$ cat src/rtl/traffic_lanes.sv
// Car lanes for a frogger-style game: per-lane wrapping car motion
// paced by frame ticks, plus a registered frog/car overlap detector.
module traffic_lanes #(
  parameter int                       NUM_LANES      = 4,
  parameter int                       TILE_SIZE      = 32,
  parameter int                       H_VISIBLE_AREA = 640,
  parameter int                       CAR_W          = 64,
  parameter int                       STEP_BASE      = 2,
  parameter int                       LANE_Y0_TILE   = 9,
  parameter logic [NUM_LANES-1:0]     LANE_DIR       = 4'b0101,
  parameter logic [4*NUM_LANES-1:0]   LANE_DIV       = {4'd1, 4'd2, 4'd3, 4'd1},
  parameter logic [10*NUM_LANES-1:0]  LANE_START_X   = '0,
  parameter bit                       LANE_Y_OVR     = 1'b0,
  parameter logic [10*NUM_LANES-1:0]  LANE_Y         = '0
) (
  input  logic                      i_Clk,
  input  logic                      i_Reset,
  input  logic                      i_Frame_Tick,
  input  logic                      i_Enable,
  input  logic [1:0]                i_Level,
  input  logic [9:0]                i_Frog_X,
  input  logic [9:0]                i_Frog_Y,
  output logic [10*NUM_LANES-1:0]   o_Car_X,
  output logic [10*NUM_LANES-1:0]   o_Car_Y,
  output logic                      o_Has_Collided,
  output logic [2:0]                o_Hit_Lane
);

  localparam logic [10:0] TRACK11 = 11'(H_VISIBLE_AREA + CAR_W);
  localparam logic [10:0] CARW11  = 11'(CAR_W);
  localparam logic [10:0] TILE11  = 11'(TILE_SIZE);

  logic [10:0]          w_step_sz;
  logic [10:0]          w_frog_x11;
  logic [NUM_LANES-1:0] w_hit;
  logic                 w_col;
  logic [2:0]           w_lane;
  logic                 r_col;
  logic [2:0]           r_lane;

  assign w_step_sz  = 11'(STEP_BASE) + {9'd0, i_Level};
  assign w_frog_x11 = {1'b0, i_Frog_X};

  for (genvar g = 0; g < NUM_LANES; g++) begin : g_lane
    localparam logic [3:0] DIV = LANE_DIV[4*g +: 4];
    localparam logic [9:0] X0  = LANE_START_X[10*g +: 10];
    localparam logic [9:0] Y0  = 10'((LANE_Y0_TILE + g) * TILE_SIZE);

    logic [9:0]  r_x;
    logic [3:0]  r_div;
    logic [9:0]  w_y;
    logic [10:0] w_x11;
    logic [10:0] w_fwd;
    logic [10:0] w_back;
    logic [9:0]  w_x_nxt;

    assign w_y    = LANE_Y_OVR ? LANE_Y[10*g +: 10] : Y0;
    assign w_x11  = {1'b0, r_x};
    assign w_fwd  = w_x11 + w_step_sz;
    assign w_back = w_x11 + TRACK11 - w_step_sz;

    // Both directions wrap around the off-screen tail of the track.
    assign w_x_nxt = LANE_DIR[g]
      ? ((w_fwd < TRACK11) ? w_fwd[9:0] : 10'(w_fwd - TRACK11))
      : ((w_x11 >= w_step_sz) ? 10'(w_x11 - w_step_sz) : w_back[9:0]);

    always_ff @(posedge i_Clk or posedge i_Reset) begin
      if (i_Reset) begin
        r_x   <= X0;
        r_div <= '0;
      end else if (i_Frame_Tick && i_Enable) begin
        if (r_div + 4'd1 == DIV) begin
          r_div <= '0;
          r_x   <= w_x_nxt;
        end else begin
          r_div <= r_div + 4'd1;
        end
      end
    end

    assign w_hit[g] = (i_Frog_Y == w_y)
                   && (w_frog_x11 < w_x11 + CARW11)
                   && (w_frog_x11 + TILE11 > w_x11);

    assign o_Car_X[10*g +: 10] = r_x;
    assign o_Car_Y[10*g +: 10] = w_y;
  end

  always_comb begin
    w_col  = |w_hit;
    w_lane = '0;
    for (int l = NUM_LANES - 1; l >= 0; l--) begin
      if (w_hit[l]) w_lane = 3'(l);
    end
  end

  always_ff @(posedge i_Clk or posedge i_Reset) begin
    if (i_Reset) begin
      r_col  <= 1'b0;
      r_lane <= '0;
    end else begin
      r_col  <= w_col;
      r_lane <= w_lane;
    end
  end

  assign o_Has_Collided = r_col;
  assign o_Hit_Lane     = r_lane;

endmodule

$ cat config.mk
export PLATFORM = sky130hd
export DESIGN_NAME = traffic_lanes
export DESIGN_NICKNAME = d
export VERILOG_FILES = /design/src/rtl/traffic_lanes.sv
export SDC_FILE = /design/constraint.sdc
export NUM_CORES = 1
export LEC_CHECK = 0
export CAP_MARGIN = 10
export CORE_UTILIZATION = 55
export CTS_CLUSTER_DIAMETER = 60
export DETAILED_ROUTE_END_ITERATION = 8
export GPL_ROUTABILITY_DRIVEN = 1
export PLACE_DENSITY = 0.82
export SYNTH_ARGS = -nofsm -noshare
export SYNTH_HDL_FRONTEND = slang
export SYNTH_SLANG_ARGS = --single-unit
$ cat constraint.sdc
create_clock -name i_Clk -period 2.9 [get_ports i_Clk]
set_input_delay 0.29 -clock i_Clk [delete_from_list [all_inputs] [get_ports i_Clk]]
set_output_delay 0.29 -clock i_Clk [all_outputs]
set_load 0.05 [all_outputs]
==> summary.md, run 1 <==
| Metric | Value |
|---|---|
| Die width | `112 um` |
| Avg Synthesized Cell Area | `8.52 um^2` |
| CP endpoint | `g_lane[3].r_x[9]` |
| Grt ovf | `0` |
| Die ar. | `12400 um^2` |
| First-pass GRT wire length | `27700 um` |
| Avg WL per Cell | `15.5 um` |
| Crit path launch type | `flop` |
| Final period util | `97.2%` |
| Worst-margin pin slew | `0.670 ns` |
| Num ports | `110` |
| Routed wire length | `16500 um` |
| Synth Register Bits | `59` |
| Pwr/cell area | `958 nW/um^2` |
| Final HPWL DP | `13000 um` |
| Area of the core | `11600 um^2` |
| Max-slew headroom | `55.3%` |
| DRC | `8` |
| Max Cap Violations | `0` |
| Lkg Pwr | `3.84 nW` |
| Hold slack | `0.367 ns` |
| Fin. Hold Viols | `0` |
| Worst-Skew Late Latency | `0.35 ns` |
| Tot GR Track Use | `27.8%` |
| Req. time, crit path | `3.12 ns` |
| Slew Limit Fails | `0` |
| Reg-to-Reg End | `g_lane[3].r_x[9]` |
| Clock tree buffer depth | `2` |
| CP arrival | `3.04 ns` |
| VDD IR max | `0.934 mV` |
| Number of setup buffers added after CTS | `0` |
| Crit. End Element | `flop` |
| H-tree Lvls | `3` |
| RR Startpoint | `g_lane[3].r_x[1]` |
| Via/cell ratio | `5.65` |
| Clock Skew | `0.00757 ns` |
| Cell variety after synth | `70` |
| Layout area overhead | `23.7%` |
| Clock-pin slew on the worst setup and hold paths | `0.05 ns` |
| Reg2Reg Depth | `10` |
| Routed via count | `6003` |
| First-pass DRT Iterations | `9` |
| N_diodes | `0` |
| Seq/Total Area, Yosys | `22.4%` |
| Synth Instances | `774` |
| Root buf cell | `clkbuf_16` |
| R2R Setup Slk | `0.08 ns` |
| CTS tree | `done` |
| Syn. warnings | `0` |
| Overall Power | `7.82 mW` |
| Status | `complete, but fails checks` |
| Top FF cell, synth | `dfrtp_1` |
| Mapped Area | `6600 um^2` |
| Die Ht | `112 um` |
| Share of cells above drive strength 1 | `12.1%` |
| Number of core rows | `39` |
| PortBufs | `68` |
| Ys async rst share | `100%` |
| Critical path class | `reg -> reg` |
| Multi-input logic area | `4650 um^2` |
| Fillers | `876` |
| FF+latch area | `1480 um^2` |
| Largest net degree at the start of global routing | `32` |
| Number of global-route vias before repair | `5819` |
| Worst-path fanout max | `5` |
| Min Clock Period, post-route | `2.82 ns` |
| Critical path launch point | `g_lane[3].r_x[1]` |
| Initial Utilization | `57.0%` |
| Fmax | `355 MHz` |
| Worst Hold Class | `in -> async` |
| Antenna Nets Post-Route | `0` |
| Initial drt markers | `381` |
| Nets@finish | `1068` |
| Final setup fails | `0` |
| CTS Sinks | `59` |
| Commonest non-fill, non-tap cell in the layout | `ha_1` |
| Number of flops mapped to enable cells by yosys | `0` |
| Most frequent cells in the layout | `ha_1, buf_4, inv_1` |
| Failing checks | `design-rule violations` |
| Num CTS Buffers | `9` |
| Setup repair after global routing missed its margin | `no` |
| Placer Congestion | `0.919` |
| Initial antenna violation count | `1` |
==> per-stage QoR <==
step,utilization (%),TNS (ns),instance area [um^2],instances,worst slack (ns)
5_1_grt,70.6,0,8160,1063,0.00557
2_1_floorplan,-,0,6740,813,0.0423
6_report,70.6,0,8160,1063,0.0813
3_3_place_gp,67.8,-0.600,7840,1049,-0.169
3_5_place_dp,67.8,-1.60,7840,1049,-0.250
4_1_cts,70.4,0,8140,1063,0.0789
==> area by class of cell <==
type,count,share of cell area [%]
Tap cell,143,2.19
Inverter,72,3.31
Sequential cell,59,18.1
Multi-Input combinational cell,627,57.0
Timing Repair Buffer,148,15.7
Clock inverter,2,0.429
Clock buffer,12,3.27
==> repair_timing <==
action                     CTS  global route
hold buffers                 0             0
setup endpoints to repair    0             3
resized for setup            0             4
==> logic make-up (layout without fill, tap and decap cells) <==
logic type | Yosys count | after routing | synth area share, %
buf+inv | 127 | 234 | 9.60
flops | 59 | 59 | 22.4
xor+xnor | 49 | 49 | 6.51
mux | 6 | 6 | 0.986
other cells | 2 | 41 | 0.114
fa+ha+maj | 125 | 125 | 24.6
simple gates | 221 | 221 | 17.2
compound gates | 185 | 185 | 18.6
==> metal layers <==
metal,GRT usage (%),wire [um],vias up
met1,34.8,7280,2817
met3,6.48,804,40
met5,0,13,-
met2,46.1,7980,182
met4,11.4,420,2
li1,-,-,2962
==> where the power goes <==
part	internal, mW	switching [mW]
logic	2.14	2.97
clock network	0.723	0.377
registers	1.14	0.468
==> worst min path at each step <==
stage	startpoint	to	slack, ns	depth (start not counted)
floorplan	g_lane[3].r_div[3]	g_lane[3].r_div[3]	0.46	1
global placement	g_lane[3].r_div[3]	g_lane[3].r_div[3]	0.48	1
detailed placement	g_lane[3].r_div[3]	g_lane[3].r_div[3]	0.47	1
CTS	i_Reset	g_lane[1].r_div[2]	0.40	2
global route	i_Reset	g_lane[0].r_div[1]	0.44	2
finish	i_Reset	g_lane[1].r_div[2]	0.37	2
==> critical path, cell delays in order, from the launching register on <==
cell and delay (ns):
dfrtp_1 0.46, ha_1 0.35, ha_1 0.24, fa_1 0.38, nor2b_1 0.16, o21bai_1 0.20
a21oi_1 0.10, o21ai_1 0.20, nand3_1 0.12, xor2_1 0.15, a221o_1 0.34
==> flip-flops by register name, indices dropped and copies added (netlist names) <==
| name | flops |
|---|---|
| g_lane.r_x | 40 |
| o_Has_Collided | 1 |
| g_lane.r_div | 16 |
| o_Hit_Lane | 2 |
==> cells in the mapped netlist, types with 7 or more instances <==
master	number	share of area [%]
dfrtp_1	59	22
o21ai_1	25	1.9
nor3_1	11	0.83
o211ai_1	8	0.91
fa_1	8	2.4
inv_1	72	4.1
nand4_1	12	1.1
nor2_1	40	2.3
nand2_1	62	3.5
and3_1	9	0.85
nand3_1	27	2.0
and2_1	8	0.76
a21o_1	10	1.1
a31oi_1	10	0.95
nand2b_1	9	0.85
ha_1	117	22
buf_4	41	4.7
a21oi_1	43	3.3
clkbuf_1	12	0.68
o21ai_0	22	1.7
o21bai_1	7	0.80
nor2b_1	12	1.1
xor2_1	8	1.1
xnor2_1	41	5.4
a211oi_1	9	1.0
No activity file was read; power rests on OpenSTA's default activity.
==> run 2, diff against run 1 <==
--- a/config.mk
+++ b/config.mk
@@ -6,11 +6,12 @@
 export NUM_CORES = 1
 export LEC_CHECK = 0
 export CAP_MARGIN = 10
-export CORE_UTILIZATION = 55
+export CORE_UTILIZATION = 56
+export CTS_BUF_LIST = sky130_fd_sc_hd__clkbuf_2 sky130_fd_sc_hd__clkbuf_4 sky130_fd_sc_hd__clkbuf_8
 export CTS_CLUSTER_DIAMETER = 60
 export DETAILED_ROUTE_END_ITERATION = 8
 export GPL_ROUTABILITY_DRIVEN = 1
-export PLACE_DENSITY = 0.82
+export PLACE_DENSITY = 0.83
 export SYNTH_ARGS = -nofsm -noshare
 export SYNTH_HDL_FRONTEND = slang
 export SYNTH_SLANG_ARGS = --single-unit
==> run 2 against run 1 <==
  * The run now ends clean
  * Maximum frequency increased by 2.5%
  * Highest routed layer is now met4
  * Die area decreased by 1.8%
  * Via count increased by 0.38%
  * Final area decreased by 1.9%
  * Critical endpoint unchanged
  * Total power decreased by 3.4%
  * Non-clock buffer count decreased by 11
  * Largest cell class unchanged
  * Sequential cell count unchanged
==> summary.md, run 2 (synthesis results as in run 1) <==
| Metric | Value |
|---|---|
| Status | `finished, final reports clean` |
| H-tree Lvls | `3 (unchanged)` |
| CP max stage delay | `0.45 ns (about the same)` |
| Slowest cell on crit path | `dfrtp_2` |
| Clock tree buffer depth | `2 (unchanged)` |
| Worst-path fanout max | `5 (unchanged)` |
| CP arrival | `3.00 ns (-0.04 ns)` |
| Clock group share of total power | `11.4% (-2.7 points)` |
| Fin. Hold Viols | `0 (unchanged)` |
| Switching pwr | `3.80 mW (-0.33%)` |
| Fmax | `364 MHz (+2.5%)` |
| Die width | `111 um (-0.88%)` |
| Number of setup buffers added after CTS | `0 (unchanged)` |
| TNS Setup | `0 ns (unchanged)` |
| Avg WL per Cell | `15.5 um (-0.18%)` |
| Clock Skew | `0.00807 ns (+0.000500 ns)` |
| Grt ovf | `0 (unchanged)` |
| Critical path class | `reg -> reg` |
| N_diodes | `0 (unchanged)` |
| Root buf cell | `clkbuf_8` |
| VDD IR max | `0.771 mV (-17%)` |
| Num ports | `110 (unchanged)` |
| CTS tree | `done` |
| Number of core rows | `39 (unchanged)` |
| Via/cell ratio | `5.72 (+1.3%)` |
| DRC | `0 (-8)` |
| Nets@finish | `1057 (-1.0%)` |
| Final HPWL DP | `12700 um (-2.0%)` |
| Critical path buffers and inverters | `0 (unchanged)` |
| Min Clock Period, post-route | `2.75 ns (-0.0677 ns)` |
| Worst-margin pin slew | `0.539 ns (-0.131 ns)` |
| Tot GR Track Use | `27.6% (-0.16 points)` |
| Seq pwr share | `21.2% (+0.7 points)` |
| Crit. End Element | `flop` |
| Num CTS Buffers | `9 (unchanged)` |
| Number of global-route vias before repair | `5828 (+0.15%)` |
| Worst-Skew Late Latency | `0.37 ns (+0.02 ns)` |
| Slew Limit Fails | `0 (unchanged)` |
| Placer Congestion | `0.896 (-2.4%)` |
| Share of cells above drive strength 1 | `11.2% (-0.86 points)` |
| Comb power frac | `67.4% (+2.0 points)` |
| Crit path launch type | `flop` |
| Die ar. | `12200 um^2 (-1.8%)` |
| Layout area overhead | `21.4%` |
| Most used cell, CP | `ha_1` |
| Req. time, crit path | `3.15 ns (+0.03 ns)` |
| Area of the core | `11500 um^2 (-0.84%)` |
| PortBufs | `68 (unchanged)` |
| Most flops, register | `g_lane.r_x` |
| Max Cap Violations | `0 (unchanged)` |
| Final setup fails | `0 (unchanged)` |
| Final period util | `94.9% (-2.3 points)` |
| Clock-pin slew on the worst setup and hold paths | `0.07 ns (+0.02 ns)` |
| First-pass DRT Iterations | `5 (-4)` |
| Lkg Pwr | `3.75 nW (-2.3%)` |
| Antenna Nets Post-Route | `0 (unchanged)` |
| Max reg flops | `40 (unchanged)` |
| Initial Utilization | `57.5% (+0.49 points)` |
| First-pass GRT wire length | `27300 um (-1.7%)` |
| Largest net degree at the start of global routing | `60 (+88%)` |
| RR Startpoint | `g_lane[3].r_x[1]` |
| Worst Hold Class | `in -> async` |
| Routed wire length | `16300 um (-1.1%)` |
| Most frequent cells in the layout | `ha_1, inv_1, buf_4` |
| Max-slew headroom | `64.0% (+8.7 points)` |
| Commonest non-fill, non-tap cell in the layout | `ha_1` |
| Sw frac | `50.3% (+1.5 points)` |
| Critical path cell sequence | `ha_1 > ha_1 > fa_1 > nor2b_1 > o21bai_1 > a21oi_1 > o21ai_2 > nand3_1 > xor2_1 > a221o_1` |
| Initial drt markers | `389 (+2.1%)` |
| Routed via count | `6026 (+0.38%)` |
| Top cell family by delay on the critical path | `adder cells` |
| CTS Sinks | `59 (unchanged)` |
| Initial antenna violation count | `0 (-1)` |
| Internal | `3.75 mW (-6.3%)` |
| Finished Cell Area | `8010 um^2 (-1.9%)` |
| Die Ht | `111 um (-0.88%)` |
| Pwr/cell area | `943 nW/um^2 (-1.5%)` |
| Critical path launch point | `g_lane[3].r_x[1]` |
| Post-DP Area | `7780 um^2 (-0.73%)` |
run 2: layout make-up:
type / count / area [um^2]
multi-input cells: 627 / 4640
fillers: 874 / 3460
flip-flops and latches: 59 / 1480
repair buffers: 137 / 1230
inverters: 72 / 270
well taps: 143 / 179
clock buffers: 10 / 138
clock inverters: 5 / 77.6
run 2: repair_timing:
| action | 4_1_cts | 5_1_grt |
|---|---|---|
| hold buffers | 0 | 0 |
| endpoints found under the hold margin | 0 | 0 |
| resized for setup | 0 | 4 |
| setup endpoints to repair | 0 | 5 |
run 2: metal layers:
layer	up-vias	track usage, %	routed length (um)
li1	2946	-	-
met2	203	46.7	7800
met5	-	0	0
met4	0	13.2	512
met3	50	4.12	836
met1	2827	34.6	7180
run 2: through the flow:
step / setup slack (ns) / util, % / hold WS, ns / power (mW) / instances
after floorplan: 0.0423 / - / 0.458 / 5.08 / 813
after global placement: -0.178 / 67.9 / 0.478 / 6.44 / 1038
after detailed placement: -0.249 / 67.9 / 0.473 / 6.60 / 1038
after CTS: 0.0517 / 69.7 / 0.300 / 7.52 / 1053
after global routing: -0.000332 / 69.8 / 0.347 / 8.19 / 1053
final: 0.149 / 69.8 / 0.295 / 7.55 / 1053
run 2: final timing paths:
kind / slack (ns) / to / cells past startpoint
min in group i_Clk: 0.48 / g_lane[3].r_div[3] / 1
hold reg to reg: 0.48 / g_lane[3].r_div[3] / 1
setup / recovery: 0.15 / g_lane[3].r_x[9] / 10
hold / removal: 0.30 / g_lane[1].r_x[4] / 3
setup reg to reg: 0.15 / g_lane[3].r_x[9] / 10
max in group asynchronous: 2.33 / o_Has_Collided / 3
run 2: worst register-to-register path, stage by stage (launching register included):
cell and delay (ns):
dfrtp_2 0.45, ha_1 0.31, ha_1 0.24, fa_1 0.38
nor2b_1 0.15, o21bai_1 0.16, a21oi_1 0.11, o21ai_2 0.17
nand3_1 0.13, xor2_1 0.17, a221o_1 0.35
run 2: power groups by stage:
stage               sequential [mW]  combinational [mW]  clock, mW
detailed placement             1.60                5.00          0
global placement               1.59                4.85          0
global route                   1.66                5.62      0.908
floorplan                      2.22                2.86          0
CTS                            1.59                5.06      0.872
finish                         1.60                5.09      0.864
